$ cat src/rtl/ex_stall_hazard_if.sv
// EX-stage stall/hazard bundle: pipeline-side inputs and ID/EX control outputs.
interface ex_stall_hazard_if #(
    parameter int unsigned XLEN  = 32,
    parameter int unsigned RAW   = 5,
    parameter int unsigned CNT_W = 32
) ();
    logic             ext_stall;
    logic [RAW-1:0]   ID_EX_rs1;
    logic [RAW-1:0]   ID_EX_rs2;
    logic [RAW-1:0]   EX_MEM_rd;
    logic             EX_MEM_memread;
    logic             EX_MEM_regwrite;
    logic             dmem_ready;
    logic [RAW-1:0]   MEM_WB_rd;
    logic             MEM_WB_regwrite;
    logic [XLEN-1:0]  MEM_WB_result;
    logic             EX_stall;
    logic             EX_hazard_rs1_data_enable;
    logic [XLEN-1:0]  EX_hazard_rs1_data;
    logic             EX_hazard_rs2_data_enable;
    logic [XLEN-1:0]  EX_hazard_rs2_data;
    logic             EX_MEM_bubble;
    logic [CNT_W-1:0] stall_cycles;
    logic             protocol_error;

    // Pipeline side: drives hazard inputs, observes stall controls.
    modport master (
        output ext_stall, ID_EX_rs1, ID_EX_rs2, EX_MEM_rd, EX_MEM_memread, EX_MEM_regwrite,
        output dmem_ready, MEM_WB_rd, MEM_WB_regwrite, MEM_WB_result,
        input  EX_stall, EX_hazard_rs1_data_enable, EX_hazard_rs1_data,
        input  EX_hazard_rs2_data_enable, EX_hazard_rs2_data, EX_MEM_bubble,
        input  stall_cycles, protocol_error
    );

    // Hazard unit side.
    modport slave (
        input  ext_stall, ID_EX_rs1, ID_EX_rs2, EX_MEM_rd, EX_MEM_memread, EX_MEM_regwrite,
        input  dmem_ready, MEM_WB_rd, MEM_WB_regwrite, MEM_WB_result,
        output EX_stall, EX_hazard_rs1_data_enable, EX_hazard_rs1_data,
        output EX_hazard_rs2_data_enable, EX_hazard_rs2_data, EX_MEM_bubble,
        output stall_cycles, protocol_error
    );
endinterface

$ cat src/rtl/ex_stall_hazard_unit.sv
// EX-stage stall and operand-capture controller: load-use detection, memory-latency hold,
// load-result injection and WB forwarding into the held ID/EX operands.
module ex_stall_hazard_unit #(
    parameter int unsigned XLEN  = 32,
    parameter int unsigned RAW   = 5,
    parameter int unsigned CNT_W = 32
) (
    input logic             clk,
    input logic             reset,
    ex_stall_hazard_if.slave bus
);
    typedef enum logic [1:0] {StIdle, StWaitMem, StCapture} state_e;

    state_e           state_q, state_d;
    logic [1:0]       match_q, match_d;   // [0]=rs1, [1]=rs2 waits on the load
    logic [RAW-1:0]   ld_rd_q, ld_rd_d;
    logic             err_q, err_d;
    logic [CNT_W-1:0] stall_cnt_q;

    logic [1:0] lu;
    logic [1:0] wb;
    logic       load_hz;
    logic       stall;
    logic       bubble;
    logic [1:0] en;

    // Hazard terms; x0 never matches.
    always_comb begin
        lu[0] = bus.EX_MEM_memread & bus.EX_MEM_regwrite & (bus.EX_MEM_rd != '0) &
                (bus.EX_MEM_rd == bus.ID_EX_rs1);
        lu[1] = bus.EX_MEM_memread & bus.EX_MEM_regwrite & (bus.EX_MEM_rd != '0) &
                (bus.EX_MEM_rd == bus.ID_EX_rs2);
        wb[0] = bus.MEM_WB_regwrite & (bus.MEM_WB_rd != '0) & (bus.MEM_WB_rd == bus.ID_EX_rs1);
        wb[1] = bus.MEM_WB_regwrite & (bus.MEM_WB_rd != '0) & (bus.MEM_WB_rd == bus.ID_EX_rs2);
        load_hz = |lu;
    end

    // Next-state and stall/capture decode.
    always_comb begin
        state_d = state_q;
        match_d = match_q;
        ld_rd_d = ld_rd_q;
        err_d   = err_q;
        stall   = 1'b0;
        bubble  = 1'b0;
        en      = 2'b00;
        unique case (state_q)
            StIdle: begin
                stall  = load_hz | bus.ext_stall;
                bubble = load_hz & ~bus.ext_stall;
                // An operand that waits on the load must not take the stale WB value.
                en     = {2{stall}} & wb & ~lu;
                if (load_hz) begin
                    match_d = lu;
                    ld_rd_d = bus.EX_MEM_rd;
                    state_d = bus.dmem_ready ? StCapture : StWaitMem;
                end
            end
            StWaitMem: begin
                // Load is held in MEM by its own stall, so no bubble here.
                stall = 1'b1;
                en    = wb & ~match_q;
                if (bus.dmem_ready) begin
                    state_d = StCapture;
                end
            end
            StCapture: begin
                stall = 1'b1;
                en    = match_q | wb;
                if (!(bus.MEM_WB_regwrite && (bus.MEM_WB_rd == ld_rd_q))) begin
                    err_d = 1'b1;
                end
                match_d = 2'b00;
                state_d = StIdle;
            end
            default: begin
                state_d = StIdle;
            end
        endcase
    end

    // State, latched load info and sticky error.
    always_ff @(posedge clk or posedge reset) begin
        if (reset) begin
            state_q <= StIdle;
            match_q <= 2'b00;
            ld_rd_q <= '0;
            err_q   <= 1'b0;
        end else begin
            state_q <= state_d;
            match_q <= match_d;
            ld_rd_q <= ld_rd_d;
            err_q   <= err_d;
        end
    end

    // Free-running stall performance counter, wraps.
    always_ff @(posedge clk or posedge reset) begin
        if (reset) begin
            stall_cnt_q <= '0;
        end else if (stall) begin
            stall_cnt_q <= stall_cnt_q + CNT_W'(1);
        end
    end

    // Combinational outputs are held at zero throughout reset.
    always_comb begin
        bus.EX_stall                  = ~reset & stall;
        bus.EX_MEM_bubble             = ~reset & bubble;
        bus.EX_hazard_rs1_data_enable = ~reset & en[0];
        bus.EX_hazard_rs2_data_enable = ~reset & en[1];
        bus.EX_hazard_rs1_data        = reset ? {XLEN{1'b0}} : bus.MEM_WB_result;
        bus.EX_hazard_rs2_data        = reset ? {XLEN{1'b0}} : bus.MEM_WB_result;
        bus.stall_cycles              = stall_cnt_q;
        bus.protocol_error            = err_q;
    end
endmodule

$ cat src/flat_wrapper.sv
// flat-port wrapper written by rule: the top's interface ports become plain ports
module ex_stall_hazard_unit_flat 
#(
    parameter int unsigned XLEN  = 32,
    parameter int unsigned RAW   = 5,
    parameter int unsigned CNT_W = 32
)
  (clk, reset, bus_ext_stall, bus_ID_EX_rs1, bus_ID_EX_rs2, bus_EX_MEM_rd, bus_EX_MEM_memread, bus_EX_MEM_regwrite, bus_dmem_ready, bus_MEM_WB_rd, bus_MEM_WB_regwrite, bus_MEM_WB_result, bus_EX_stall, bus_EX_hazard_rs1_data_enable, bus_EX_hazard_rs1_data, bus_EX_hazard_rs2_data_enable, bus_EX_hazard_rs2_data, bus_EX_MEM_bubble, bus_stall_cycles, bus_protocol_error);
  ex_stall_hazard_if #(.XLEN(XLEN), .RAW(RAW), .CNT_W(CNT_W)) bus_i ();
  input logic clk;
  input logic reset;
  input wire logic [$bits(bus_i.ext_stall)-1:0] bus_ext_stall;
  input wire logic [$bits(bus_i.ID_EX_rs1)-1:0] bus_ID_EX_rs1;
  input wire logic [$bits(bus_i.ID_EX_rs2)-1:0] bus_ID_EX_rs2;
  input wire logic [$bits(bus_i.EX_MEM_rd)-1:0] bus_EX_MEM_rd;
  input wire logic [$bits(bus_i.EX_MEM_memread)-1:0] bus_EX_MEM_memread;
  input wire logic [$bits(bus_i.EX_MEM_regwrite)-1:0] bus_EX_MEM_regwrite;
  input wire logic [$bits(bus_i.dmem_ready)-1:0] bus_dmem_ready;
  input wire logic [$bits(bus_i.MEM_WB_rd)-1:0] bus_MEM_WB_rd;
  input wire logic [$bits(bus_i.MEM_WB_regwrite)-1:0] bus_MEM_WB_regwrite;
  input wire logic [$bits(bus_i.MEM_WB_result)-1:0] bus_MEM_WB_result;
  output wire logic [$bits(bus_i.EX_stall)-1:0] bus_EX_stall;
  output wire logic [$bits(bus_i.EX_hazard_rs1_data_enable)-1:0] bus_EX_hazard_rs1_data_enable;
  output wire logic [$bits(bus_i.EX_hazard_rs1_data)-1:0] bus_EX_hazard_rs1_data;
  output wire logic [$bits(bus_i.EX_hazard_rs2_data_enable)-1:0] bus_EX_hazard_rs2_data_enable;
  output wire logic [$bits(bus_i.EX_hazard_rs2_data)-1:0] bus_EX_hazard_rs2_data;
  output wire logic [$bits(bus_i.EX_MEM_bubble)-1:0] bus_EX_MEM_bubble;
  output wire logic [$bits(bus_i.stall_cycles)-1:0] bus_stall_cycles;
  output wire logic [$bits(bus_i.protocol_error)-1:0] bus_protocol_error;
  assign bus_i.ext_stall = bus_ext_stall;
  assign bus_i.ID_EX_rs1 = bus_ID_EX_rs1;
  assign bus_i.ID_EX_rs2 = bus_ID_EX_rs2;
  assign bus_i.EX_MEM_rd = bus_EX_MEM_rd;
  assign bus_i.EX_MEM_memread = bus_EX_MEM_memread;
  assign bus_i.EX_MEM_regwrite = bus_EX_MEM_regwrite;
  assign bus_i.dmem_ready = bus_dmem_ready;
  assign bus_i.MEM_WB_rd = bus_MEM_WB_rd;
  assign bus_i.MEM_WB_regwrite = bus_MEM_WB_regwrite;
  assign bus_i.MEM_WB_result = bus_MEM_WB_result;
  assign bus_EX_stall = bus_i.EX_stall;
  assign bus_EX_hazard_rs1_data_enable = bus_i.EX_hazard_rs1_data_enable;
  assign bus_EX_hazard_rs1_data = bus_i.EX_hazard_rs1_data;
  assign bus_EX_hazard_rs2_data_enable = bus_i.EX_hazard_rs2_data_enable;
  assign bus_EX_hazard_rs2_data = bus_i.EX_hazard_rs2_data;
  assign bus_EX_MEM_bubble = bus_i.EX_MEM_bubble;
  assign bus_stall_cycles = bus_i.stall_cycles;
  assign bus_protocol_error = bus_i.protocol_error;
  ex_stall_hazard_unit #(.XLEN(XLEN), .RAW(RAW), .CNT_W(CNT_W)) u_core (.clk(clk), .reset(reset), .bus(bus_i));
endmodule
$ cat config.mk
export PLATFORM = sky130hd
export DESIGN_NAME = ex_stall_hazard_unit_flat
export DESIGN_NICKNAME = d
export VERILOG_FILES = /design/src/rtl/ex_stall_hazard_if.sv /design/src/rtl/ex_stall_hazard_unit.sv /design/src/flat_wrapper.sv
export SDC_FILE = /design/constraint.sdc
export NUM_CORES = 1
export LEC_CHECK = 0
export CELL_PAD_IN_SITES_DETAIL_PLACEMENT = 0
export CELL_PAD_IN_SITES_GLOBAL_PLACEMENT = 1
export CORE_UTILIZATION = 28
export DETAILED_ROUTE_END_ITERATION = 6
export GPL_TIMING_DRIVEN = 0
export PLACE_DENSITY_LB_ADDON = 0.3
export SLEW_MARGIN = 20
export SYNTH_ARGS = -nofsm -noshare
export SYNTH_HDL_FRONTEND = slang
export SYNTH_SLANG_ARGS = --single-unit
$ cat constraint.sdc
create_clock -name clk -period 2.5 [get_ports clk]
set_input_delay 0.5 -clock clk [delete_from_list [all_inputs] [get_ports clk]]
set_output_delay 0.5 -clock clk [all_outputs]
set_load 0.02 [all_outputs]
---- After elaboration in Yosys (flattened, before gate mapping) ----
Index checks and enable logic that the tools add are counted.
word-level totals
  bits in registers ....................... 42
  word-level logic and storage cells ...... 58
operators by class
  add/sub/neg operators ................... 1
  eq/ne operators ......................... 9
  mux-type cells .......................... 10
  bitwise operators ....................... 22
  reduce and logical (&&, ||, !) cells .... 11
operators by type and width
  operator                                                          number
  32-bit by 1-bit adder with 32-bit output (second input constant)  1
  32-bit 2-to-1 mux                                                 1
  5-bit == test                                                     5
  1-bit bitwise AND                                                 12
  5-bit nonzero test                                                2
  2-bit 2-to-1 mux                                                  4
  2-bit case mux with 2 select lines                                2
  2-bit AND reduction                                               4
  2-bit bitwise AND                                                 3
  2-bit case mux with 3 select lines                                1
  2-bit inverter                                                    2
  2-bit OR reduction                                                2
  1-bit inverter                                                    3
  2-bit by 1-bit == test with 1-bit output (second input constant)  1
  2-bit == test (second input constant)                             1
  2-bit zero test                                                   1
  2-bit by 1-bit != test with 1-bit output (second input constant)  1
  2-bit != test (second input constant)                             1
  2-bit OR                                                          1
  1-bit case mux with 2 select lines                                1
  2-bit nonzero test                                                1
  1-bit logical AND                                                 1
  1-bit 2-to-1 mux                                                  1
  1-bit OR                                                          1

---- Depth between registers and ports, before layout ----
  word-level depth ........................ 9
  mapped depth ............................ 8

---- Worst setup path before layout ----
Ideal clock, no wire load.
  path type ............................... input -> output
  from .................................... input port bus_EX_MEM_rd[1]
  to ...................................... output port bus_EX_hazard_rs1_data_enable
  data arrival time ....................... 2.624 ns
  data required time ...................... 2.000 ns
  path slack .............................. -0.624 ns
  stages on the path ...................... 6
  cell sequence ........................... or4_4 o211ai_4 nor4_4 nor2_1 o21ai_0 a2111oi_0
between the ends
  cells in the longest elaborated chain, start to end .. 9
  elaborated cells on any way between the ends .. 13
  those cells by class .................... eq/ne (2); mux (1); bitwise (8); reduce/logical (2)
RTL lines
  item                                    line                                                    text
  from (decl)                             flat_wrapper.sv:15                                      input wire logic [$bits(bus_i.EX_MEM_rd)-1:0] bus_EX_MEM_rd;
  5-bit nonzero test                      ex_stall_hazard_unit.sv:29, ex_stall_hazard_unit.sv:31
  1-bit bitwise AND                       ex_stall_hazard_unit.sv:29, ex_stall_hazard_unit.sv:31
  1-bit bitwise AND (on tied branches)    ex_stall_hazard_unit.sv:29, ex_stall_hazard_unit.sv:31
  2-bit OR reduction                      ex_stall_hazard_unit.sv:35                              load_hz = |lu;
  1-bit OR                                ex_stall_hazard_unit.sv:49                              stall = load_hz | bus.ext_stall;
  2-bit bitwise AND                       ex_stall_hazard_unit.sv:52                              en = {2{stall}} & wb & ~lu;
  2-bit bitwise AND (*)                   ex_stall_hazard_unit.sv:52
  2-bit case mux with 3 select lines (*)  ex_stall_hazard_unit.sv:47                              unique case (state_q)
  1-bit bitwise AND (*)                   ex_stall_hazard_unit.sv:110                             bus.EX_hazard_rs1_data_enable = ~reset & en[0];
  to (decl)                               flat_wrapper.sv:23                                      output wire logic [$bits(bus_i.EX_hazard_rs1_data_enable)-1:0] bus_EX_hazard_rs1_data_enable;
Every way passes the cells marked *; elsewhere a longest branch is shown, timed or not.

---- Worst setup path in the final report ----
  from .................................... input port bus_EX_MEM_rd[4]
  to ...................................... output port bus_EX_stall
between the ends
  cells in the longest elaborated chain, start to end .. 7
  elaborated cells on any way between the ends .. 10
  those cells by class .................... eq/ne (2); mux (1); bitwise (5); reduce/logical (2)
RTL lines
  item                                    line                                                    text
  5-bit nonzero test                      ex_stall_hazard_unit.sv:29, ex_stall_hazard_unit.sv:31
  1-bit bitwise AND                       ex_stall_hazard_unit.sv:29, ex_stall_hazard_unit.sv:31
  1-bit bitwise AND (on tied branches)    ex_stall_hazard_unit.sv:29, ex_stall_hazard_unit.sv:31
  2-bit OR reduction (*)                  ex_stall_hazard_unit.sv:35
  1-bit OR (*)                            ex_stall_hazard_unit.sv:49
  1-bit case mux with 2 select lines (*)  ex_stall_hazard_unit.sv:47
  1-bit bitwise AND (*)                   ex_stall_hazard_unit.sv:108                             bus.EX_stall = ~reset & stall;
  to (decl)                               flat_wrapper.sv:22                                      output wire logic [$bits(bus_i.EX_stall)-1:0] bus_EX_stall;
Marks and branches as above.

==> impl_metrics.tcl <==
set metrics [dict create \
    outcome "finished with violations" \
    violations "setup timing" \
    antenna_found_initial 0 \
    drv_slew 0 \
    irDropWorstVdd_uv 405 \
    syn_area_um2 2840 \
    ctsHoldBuffers 0 \
    dp_slack_ns -1.21 \
    setup_ws_ns -0.319 \
    hpwl_um 6780 \
    rsz0062_at_grt "yes" \
    final_cell_mix "clkdlybuf4s50_1 (134), buf_4 (47), dfrtp_1 (42)" \
    crit_type "primary input to output pin" \
    syn_to_final_growth_pct 78.2 \
    grt_pass1_wl_um 13100 \
    worstSetupEndpoint "bus_EX_stall" \
    num_vias 2692 \
    yosysSeqAreaShare_pct 37.0 \
    wl_per_cell_um 14.5 \
    clock_latency_ns 0.30 \
    root_buffer "clkbuf_8" \
    r2r-start "u_core.bus.stall_cycles[6]$_DFFE_PP0P_" \
    worst_slew_pin_slew_ns 0.574 \
    crit_path_max_fanout 3 \
    fp.dieH_um 103 \
    fin_crit_sh_pct 113 \
    nNetsFinal 537 \
    n_fill_cell 977 \
    hp-class "primary input to flip-flop" \
    timing.final.crit_period_ns 2.82 \
    synth.net_count 352 \
    critical_path_arrival_ns 2.32 \
    drc 0 \
    cts_max_path_buffers 2 \
    drv_cap 0 \
    rr_endpoint "u_core.bus.stall_cycles[31]$_DFFE_PP0P_" \
    viasPerCell 4.43 \
    place_area_um2 4650 \
    antenna_left 0 \
    worstPathBufferInverterCount 5 \
    clock-sinks 42 \
    core_um2 9820 \
    ios 160 \
    cts_tree "done" \
    syn_avg_cell_area_um2 9.87 \
    grt.total_usage_pct 16.0 \
    crit_slowest_cell "or4_4" \
    routed_wl_um 8800 \
    diodes 0 \
    initial_utilization_pct 28.9 \
    finalSetupViolCount 33 \
    drt_iter0_markers 37 \
    path_common_cell "buf_4" \
    yosys.cell_types.count 41 \
    row_count 36 \
    cts_buffers 5 \
    p_leak_nw 2.08 \
    fmax_ghz 0.355 \
    hold_violations 0 \
    clock-skew-final_ns 0.00968 \
    setup.worst_path.start "bus_EX_MEM_rd[4]" \
    drive_gt1_share_pct 24.9 \
    first_global_vias 2568 \
    required_ns 2.00 \
    grt_max_degree 34 \
    cellPowerDensity_nw_per_um2 548 \
    die_w_um 103 \
    post-route-util_pct 51.6 \
    dr.pass1.iters 4 \
    regArea_um2 1050 \
    synth-edff-count 0 \
    cp-start-kind "primary input" \
    slew_headroom_pct 61.4 \
    clk_pin_slew_ns 0.08 \
    overflow 0 \
    critPathTopFamily "buffers and inverters" \
    final_common_cell "clkdlybuf4s50_1" \
    portBuffers 158 \
    max_stage_delay_ns 0.54 \
    gp_congestion 0.783 \
    path_cells "buf_8 -> or4_4 -> o211ai_4 -> buf_6 -> nor4_4 -> buf_4 -> buf_12 -> o31ai_4 -> a211oi_2 -> buf_4" \
    dieArea_um2 10600 \
    multiInputGateArea_um2 1640 \
    synth_flop_cell "dfrtp_1" \
    cp.depth 10 \
    finalPower_w 0.00277 \
    synthArstFlopShare_pct 100 \
    rrSetupSlack_ns 0.02 \
    ys_ff_latch 42 \
    worst-r2r-cell-count 8 \
    finalInstanceArea_um2 5060 \
    yosys_warnings 0 \
    htreeDepth 2 \
    end_kind "output pin" \
    syn_inst 288 \
]
[kinds of logic (layout without fill, tap and decap cells)]
group                      count (synthesis)  after routing  synth area share (%)
and+or+nand+nor                          102            102                  22.0
xor gates and xnor gates                  56             56                  17.3
buffers and inverters                     51            237                  11.5
DFF                                       42             42                  37.0
AOI/OAI and AO/OA                         27             27                  8.06
adders and majority gates                  5              5                  2.20
muxes                                      5              5                  1.98
[synthesized netlist by cell type, types with 2 or more instances]
cell type,number,share of area (%)
dfrtp_1,42,37
xnor2_1,37,11
buf_4,32,8.5
nor2b_1,32,7.0
xor2_1,19,5.9
nand3_1,16,2.8
nand2_1,14,1.8
inv_1,11,1.5
nand4_1,9,2.0
nor2_1,8,1.1
o21ai_0,7,1.2
nor3_1,6,1.1
clkbuf_1,5,0.66
ha_1,5,2.2
mux2_2,5,2.0
nand3_2,3,1.1
nor4_1,3,0.66
a2111oi_0,2,0.62
a211oi_2,2,0.88
a21o_1,2,0.53
a21oi_1,2,0.35
a32oi_1,2,0.62
and3_1,2,0.44
and4_1,2,0.62
buf_6,2,0.79
nor4_4,2,1.5
o21a_1,2,0.53
[repair_timing]
| item | in CTS | in global routing |
|---|---|---|
| gates resized for setup | 79 | 35 |
| gates cloned | 1 | 0 |
| endpoints found under the setup margin | 95 | 57 |
| buffers inserted | 15 | 3 |
| pin swaps | 13 | 8 |
[sequential cells by signal, indices dropped and copies added (netlist names)]
name and cells:
u_core.bus.stall_cycles 32, u_core.ld_rd_q 5, u_core.match_q 2, u_core.state_q 2
u_core.bus.protocol_error 1
[how the worst min path moves through the flow]
stage / depth (start not counted) / startpoint / slack [ns] / end
finish: 2 / bus_EX_MEM_rd[3] / 0.46 / u_core.ld_rd_q[3]$_DFFE_PP0P_
global route: 2 / bus_EX_MEM_rd[3] / 0.44 / u_core.ld_rd_q[3]$_DFFE_PP0P_
CTS: 2 / bus_EX_MEM_rd[2] / 0.46 / u_core.ld_rd_q[2]$_DFFE_PP0P_
detailed placement: 1 / u_core.bus.stall_cycles[31]$_DFFE_PP0P_ / 0.46 / u_core.bus.stall_cycles[31]$_DFFE_PP0P_
global placement: 1 / u_core.bus.protocol_error$_DFFE_PP0P_ / 0.45 / u_core.bus.protocol_error$_DFFE_PP0P_
floorplan: 1 / u_core.match_q[0]$_DFFE_PP0P_ / 0.49 / u_core.match_q[0]$_DFFE_PP0P_
[metrics by stage]
stage                     setup TNS, ns  cells  hold WS (ns)
after global placement           -38.73    579         0.448
after floorplan                 -0.0379    288         0.489
after CTS                         -1.51    604         0.458
final                             -3.21    607         0.459
after global routing              -5.94    607         0.444
after detailed placement         -29.75    580         0.462
[worst reg2reg max path, delay by kind of cell, from the launching register on]
family,cells,cell delay (ns)
and+or+nand+nor,6,1.53
DFF,1,0.49
buffers and inverters,1,0.21
xor gates and xnor gates,1,0.14
[report_power, final]
part / switching [W] / total [W] / internal (W)
Combinational: 0.000636 / 0.00127 / 0.000633
Sequential: 0.000147 / 0.000950 / 0.000803
Clock: 0.000251 / 0.000556 / 0.000304
Total: 0.00104 / 0.00277 / 0.00174
[metal layers]
metal  vias to the layer above  GRT usage [%]  part of all wire, %
met5                         -              0                    0
met4                         0           4.33                  1.5
met3                        13           4.27                  7.9
met2                        96           28.9                   50
met1                      1269           18.6                   40
li1                       1314              -                    -
[cell type report]
class                   count  area share (%)
multi-input cells         195            32.3
clock buffers               5            1.36
flip-flops and latches     42            20.8
well taps                 133            3.29
repair buffers            178            34.7
plain buffers              40            5.78
inverters                  11           0.815
clock inverters             3           0.963
(Power assumes the default switching activity.)
